==> config.mk <==
export PLATFORM = sky130hd
export DESIGN_NAME = buffer_ctrl
export DESIGN_NICKNAME = d
export VERILOG_FILES = /design/src/rtl/buffer_pkg.sv /design/src/rtl/buffer_rd_seq.sv /design/src/rtl/buffer_ctrl.sv
export SDC_FILE = /design/constraint.sdc
export NUM_CORES = 1
export LEC_CHECK = 0
export CAP_MARGIN = 0
export CELL_PAD_IN_SITES_DETAIL_PLACEMENT = 1
export CELL_PAD_IN_SITES_GLOBAL_PLACEMENT = 1
export CORE_UTILIZATION = 40
export DETAILED_ROUTE_END_ITERATION = 8
export PLACE_DENSITY_LB_ADDON = 0.1
export SLEW_MARGIN = 5
export SYNTH_ARGS = -nofsm -noshare
export SYNTH_HDL_FRONTEND = slang
export SYNTH_SLANG_ARGS = --single-unit
==> constraint.sdc <==
create_clock -name clk -period 5.1 [get_ports clk]
set_clock_uncertainty 0.2 [all_clocks]
set_input_delay 0.51 -clock clk [delete_from_list [all_inputs] [get_ports clk]]
set_output_delay 0.51 -clock clk [all_outputs]
set_load 0.02 [all_outputs]
==> src/rtl/buffer_pkg.sv <==
// rtl/buffer_pkg.sv - shared types and constants for the triple-buffer sequencer
package buffer_pkg;
   localparam int DEPTH_DEF = 32;
   localparam int AW_DEF    = 5;
   localparam int NBANK     = 3;

   typedef logic [1:0] bank_idx_t;

   typedef enum logic [1:0] {B_EMPTY, B_FILLING, B_FULL, B_DRAINING} bank_state_t;
   typedef enum logic [1:0] {W_WAIT_SOF, W_FILL, W_DROP} wr_state_t;
   typedef enum logic {R_IDLE, R_BURST} rd_state_t;

   function automatic bank_idx_t next_bank(input bank_idx_t b);
      return (b == bank_idx_t'(NBANK - 1)) ? bank_idx_t'(0) : b + 2'd1;
   endfunction
endpackage

==> src/rtl/buffer_rd_seq.sv <==
// rtl/buffer_rd_seq.sv - reader FSM draining full banks plus q-alignment pipeline
module buffer_rd_seq
   import buffer_pkg::*;
#(
   parameter int DEPTH = DEPTH_DEF,
   parameter int AW    = AW_DEF
) (
   input  logic             clk,
   input  logic             reset,
   input  logic             out_ready,
   input  logic             bank_full,
   output bank_idx_t        rbank,
   output logic             start,
   output logic             freed,
   output logic [NBANK-1:0] rden,
   output logic [AW-1:0]    rdadd [NBANK],
   output bank_idx_t        out_sel,
   output logic             out_valid,
   output logic             out_last
);
   localparam logic [AW-1:0] LAST = AW'(DEPTH - 1);

   rd_state_t     rstate;
   logic [AW-1:0] rcnt;
   bank_idx_t     issue_bank;
   logic          issue_last;

   always_comb begin
      start = (rstate == R_IDLE) && bank_full;
      freed = (rstate == R_BURST) && out_ready && (rcnt == LAST);
   end

   always_ff @(posedge clk) begin
      if (reset) begin
         rstate     <= R_IDLE;
         rbank      <= '0;
         rcnt       <= '0;
         rden       <= '0;
         issue_bank <= '0;
         issue_last <= 1'b0;
         out_sel    <= '0;
         out_valid  <= 1'b0;
         out_last   <= 1'b0;
         for (int i = 0; i < NBANK; i++) rdadd[i] <= '0;
      end else begin
         rden       <= '0;
         issue_last <= 1'b0;
         // q trails rden by one cycle, so the qualifiers are the issue-side flags delayed once
         out_valid  <= |rden;
         out_last   <= issue_last;
         out_sel    <= issue_bank;
         case (rstate)
            R_IDLE: begin
               if (bank_full) begin
                  rcnt   <= '0;
                  rstate <= R_BURST;
               end
            end
            R_BURST: begin
               if (out_ready) begin
                  rden[rbank]  <= 1'b1;
                  rdadd[rbank] <= rcnt;
                  issue_bank   <= rbank;
                  issue_last   <= (rcnt == LAST);
                  rcnt         <= rcnt + 1'b1;
                  if (rcnt == LAST) begin
                     rbank  <= next_bank(rbank);
                     rstate <= R_IDLE;
                  end
               end
            end
            default: rstate <= R_IDLE;
         endcase
      end
   end
endmodule

==> src/rtl/buffer_ctrl.sv <==
// rtl/buffer_ctrl.sv - triple-buffer sequencer: writer FSM, bank states, RAM controls
module buffer_ctrl
   import buffer_pkg::*;
#(
   parameter int DEPTH = DEPTH_DEF,
   parameter int AW    = AW_DEF
) (
   input  logic          clk,
   input  logic          reset,
   input  logic          in_valid,
   input  logic          in_sof,
   input  logic          out_ready,
   output logic          rama_wren,
   output logic          ramb_wren,
   output logic          ramc_wren,
   output logic          rama_rden,
   output logic          ramb_rden,
   output logic          ramc_rden,
   output logic [AW-1:0] rama_wradd,
   output logic [AW-1:0] ramb_wradd,
   output logic [AW-1:0] ramc_wradd,
   output logic [AW-1:0] rama_rdadd,
   output logic [AW-1:0] ramb_rdadd,
   output logic [AW-1:0] ramc_rdadd,
   output logic [1:0]    out_sel,
   output logic          out_valid,
   output logic          out_last,
   output logic          overflow
);
   localparam logic [AW-1:0] LAST = AW'(DEPTH - 1);

   bank_state_t      bstate [NBANK];
   wr_state_t        wstate;
   bank_idx_t        wbank;
   logic [AW-1:0]    wcnt;
   logic [NBANK-1:0] wren;
   logic [AW-1:0]    wradd [NBANK];
   logic [NBANK-1:0] rden;
   logic [AW-1:0]    rdadd [NBANK];
   bank_idx_t        rbank;
   logic             rd_start;
   logic             rd_freed;
   logic             bank_free;
   logic             bank_full;

   always_comb begin
      bank_free = (bstate[wbank] == B_EMPTY);
      bank_full = (bstate[rbank] == B_FULL);
   end

   always_ff @(posedge clk) begin
      if (reset) begin
         wstate   <= W_WAIT_SOF;
         wbank    <= '0;
         wcnt     <= '0;
         wren     <= '0;
         overflow <= 1'b0;
         for (int i = 0; i < NBANK; i++) begin
            bstate[i] <= B_EMPTY;
            wradd[i]  <= '0;
         end
      end else begin
         wren     <= '0;
         overflow <= 1'b0;
         // reader only touches FULL/DRAINING banks, writer only EMPTY/FILLING, so no clash
         for (int i = 0; i < NBANK; i++) begin
            if (rd_start && rbank == bank_idx_t'(i)) bstate[i] <= B_DRAINING;
            if (rd_freed && rbank == bank_idx_t'(i)) bstate[i] <= B_EMPTY;
         end
         case (wstate)
            W_WAIT_SOF, W_DROP: begin
               if (in_valid && in_sof && bank_free) begin
                  bstate[wbank] <= B_FILLING;
                  wren[wbank]   <= 1'b1;
                  wradd[wbank]  <= '0;
                  wcnt          <= AW'(1);
                  wstate        <= W_FILL;
               end else if (in_valid && (in_sof || wstate == W_DROP)) begin
                  overflow <= 1'b1;
                  wstate   <= W_DROP;
               end
            end
            W_FILL: begin
               if (in_valid) begin
                  wren[wbank]  <= 1'b1;
                  wradd[wbank] <= wcnt;
                  wcnt         <= wcnt + 1'b1;
                  if (wcnt == LAST) begin
                     bstate[wbank] <= B_FULL;
                     wbank         <= next_bank(wbank);
                     wstate        <= W_WAIT_SOF;
                  end
               end
            end
            default: wstate <= W_WAIT_SOF;
         endcase
      end
   end

   buffer_rd_seq #(.DEPTH(DEPTH), .AW(AW)) u_rd_seq (
      .clk       (clk),
      .reset     (reset),
      .out_ready (out_ready),
      .bank_full (bank_full),
      .rbank     (rbank),
      .start     (rd_start),
      .freed     (rd_freed),
      .rden      (rden),
      .rdadd     (rdadd),
      .out_sel   (out_sel),
      .out_valid (out_valid),
      .out_last  (out_last)
   );

   assign rama_wren  = wren[0];
   assign ramb_wren  = wren[1];
   assign ramc_wren  = wren[2];
   assign rama_rden  = rden[0];
   assign ramb_rden  = rden[1];
   assign ramc_rden  = rden[2];
   assign rama_wradd = wradd[0];
   assign ramb_wradd = wradd[1];
   assign ramc_wradd = wradd[2];
   assign rama_rdadd = rdadd[0];
   assign ramb_rdadd = rdadd[1];
   assign ramc_rdadd = rdadd[2];
endmodule
==> impl_results.md <==
- Ys async rst share: 0%
- FF-to-FF Start: bstate[3][0]$_DFFE_PP_
- Number of CTS-inserted buffers: 9
- FP Rows: 30
- Final #Nets: 339
- Initial DRC count: 98
- Clock Root Buffer: clkbuf_8
- Final count of negative-setup-slack endpoints: 0
- Initial antenna violation count: 0
- Fmax: 328 MHz
- Synth warn: 0
- Leakage: 1.37 nW
- Drt total wl: between 6 and 7 mm
- Remaining DRCs: 0
- CTS H-tree lvls: 3
- Slack of the worst reg-to-reg path: 2050 ps
- I/O Pins: 46
- Vias: 2225
- VDD IR-drop max: 141 µV
- Clock Sinks: between 70 and 80
- # diodes: 0
- Dpl ws: 2020 ps
- PostCTS Resize Cnt: 0
- Most common cell after layout, fill and taps aside: nor2_1
- Area leader, netlist: dfxtp_1
- Layout cells sized above 1: 6.57%
- Clock period minus worst slack: roughly 3100 ps
- Hold Crit Depth: 1
- Synthesized cell area: 2950 µm²
- Slew @ Worst Pin: around 920 ps
- Routed len/inst: between 15 and 20 µm
- TritonRoute pass-1 iters: 4
- Grt total ovfl: 0
- WHS Endpoint: u_rd_seq.out_last$_SDFF_PP0_
- Full die area: 7720 µm²
- Final slew viol count: 0
- Distinct cells, synth: 44
- Crit path required time: 4890 ps
- RePlAce Congestion: 0.763
- Cells on worst reg2reg path: 5
- Final Hold Fails: 0
- Antenna-violating nets left: 0
- Register area: roughly 1700 µm²
- CTS tree: built
- DP HPWL: 4.85 mm
- Top cells by area, synth: dfxtp_1 (34%), edfxtp_1 (23%), nor2_1 (6.5%)
- Most frequent cells in the layout: nor2_1 (51), dfxtp_1 (50), clkdlybuf4s50_1 (44)
- First-pass GRT wire length: 11.0 mm
- Final WS setup: 2050 ps
- Post-synth top flop: dfxtp_1
- CP Capture Type: flop
- Max Root-Sink Buffers: 2
- Final Power: 1.10 mW
- Min-delay worst type: reg -> reg
- Fin Setup TNS: 0 ps
- Reg clk slew, reported paths: 70 ps
- PD cells: slightly above 300 nW/µm²
- Overall global routing resource usage: 19.4%
- Fillers: a little under 800
- Area share of the largest cell type after synthesis: between 30% and 40%
- CP Max Fanout: 5
- Sequential fraction of the synthesis area: 57.4%
- Status: completed
- Initial core utilization: 42.5%
- Setup Buffers After CTS: 0
- Max transition margin: 38.2%
- Critical path type: reg -> reg
- Fin crit share: 59.8%
- Vias in the first global route: 2226
- Worst reg2reg path endpoint: wradd[1][1]$_SDFFCE_PN0P_
- Vias/cell: 5.16
- Critical path launch point: bstate[3][0]$_DFFE_PP_
- Post-Syn Instances: 289
- Clk Latency, worst-skew pair: 350 ps
- Beginning of the worst hold path: u_rd_seq.issue_last$_SDFF_PP0_
- Port Buffer Count: 45
- CP startpoint kind: flop
- Core footprint: 6940 µm²
- Post-Syn Area per Cell: 10.2 µm²
- Die X-Extent: 87.8 µm
- Chip Height: slightly below 90 µm
- Finished Layout Cells: 431
- Layout area overhead: 22.4%
- Largest net degree at the start of global routing: 38
- Post-synth EDFFs: 23
- WP data arrival: 2840 ps
- Mapped Nets: 298
- Max-cap violations: 0
- Unrepaired setup endpoints after global routing: no
- Placed Cells: 415
- Seq cells post-synth: 73
- Multi-input gate area: 1180 µm²
- CTS Hold Bufs: 0
## worst max path at each step
stage,endpoint,cells after the start
3_5_place_dp,wradd[1][1]$_SDFFCE_PN0P_,5
5_1_grt,wradd[1][1]$_SDFFCE_PN0P_,5
2_1_floorplan,wradd[2][0]$_SDFFCE_PN0P_,5
3_3_place_gp,wradd[2][0]$_SDFFCE_PN0P_,5
6_report,wradd[1][1]$_SDFFCE_PN0P_,5
4_1_cts,wradd[1][4]$_SDFFCE_PN0P_,5
## per-layer routing
metal  routed length [µm]  GRT usage [%]  vias to the layer above
met2                 3440           33.8                       45
li1                     -              -                     1083
met4                  136           8.94                        0
met3                  259           5.09                       10
met5                    0              0                        -
met1                 2980           22.3                     1087
## registers in the layout, summed over array words and instances, names as in the netlist, 2 cells and up, named ones only
signal,count
wcnt,5
bstate,8
wradd,15
wbank,2
u_rd_seq.rden,3
u_rd_seq.out_sel,2
u_rd_seq.rbank,2
u_rd_seq.rdadd,15
wren,3
u_rd_seq.issue_bank,2
u_rd_seq.rcnt,5
wstate,2
## critical path, cell delays in order (launching register included)
cell and delay, ps:
edfxtp_1 380, or2_0 230, mux4_2 520, nor3_1 610, nor2_1 240, o21bai_1 520
## cell families after synthesis
logic type	Yosys count	share of synthesized area (%)
buf+inv	19	2.67
simple gates	137	23.2
compound gates	35	7.60
xor+xnor	2	0.594
flops	73	57.4
fa+ha+maj	4	1.70
mux	19	6.88
## synth_stat cells, types with 2 or more instances
cell type	n
nor2_1	51
dfxtp_1	50
edfxtp_1	23
nand2_1	21
mux2i_1	18
a21oi_1	16
clkbuf_1	15
nor3_1	14
nand2b_1	13
or3_1	5
ha_1	4
nand3_1	4
nor2b_1	4
o21a_1	4
or2_1	4
and3_1	3
inv_1	3
o21bai_1	3
or2_2	3
a21boi_0	2
a22oi_1	2
a311oi_1	2
nand4_1	2
nor4b_1	2
xor2_1	2
## per-stage QoR
| stage | utilization (%) | hold WS [ps] | instance area, µm² |
|---|---|---|---|
| 4_1_cts | 51.9 | 246 | 3610 |
| 3_3_place_gp | 49.7 | 245 | 3450 |
| 3_5_place_dp | 49.7 | 229 | 3450 |
| 2_1_floorplan | - | 214 | 2950 |
| 6_report | 51.9 | 240 | 3610 |
| 5_1_grt | 51.9 | 262 | 3610 |
## power by group
group	switching (mW)	internal, mW	total (mW)	leakage, nW
sequential	0.0106	0.616	0.627	0.645
combinational	0.0583	0.0382	0.0965	0.642
clock	0.205	0.171	0.376	0.0819
total	0.274	0.825	1.10	1.37
## final cells by class
type | count | area share, %
Clock buffer | 11 | 3.64
Inverter | 3 | 0.312
Timing Repair Buffer | 46 | 12.6
Tap cell | 96 | 3.33
Multi-Input combinational cell | 197 | 32.6
Clock inverter | 5 | 0.624
Sequential cell | 73 | 46.9
(Power assumes the default switching activity.)
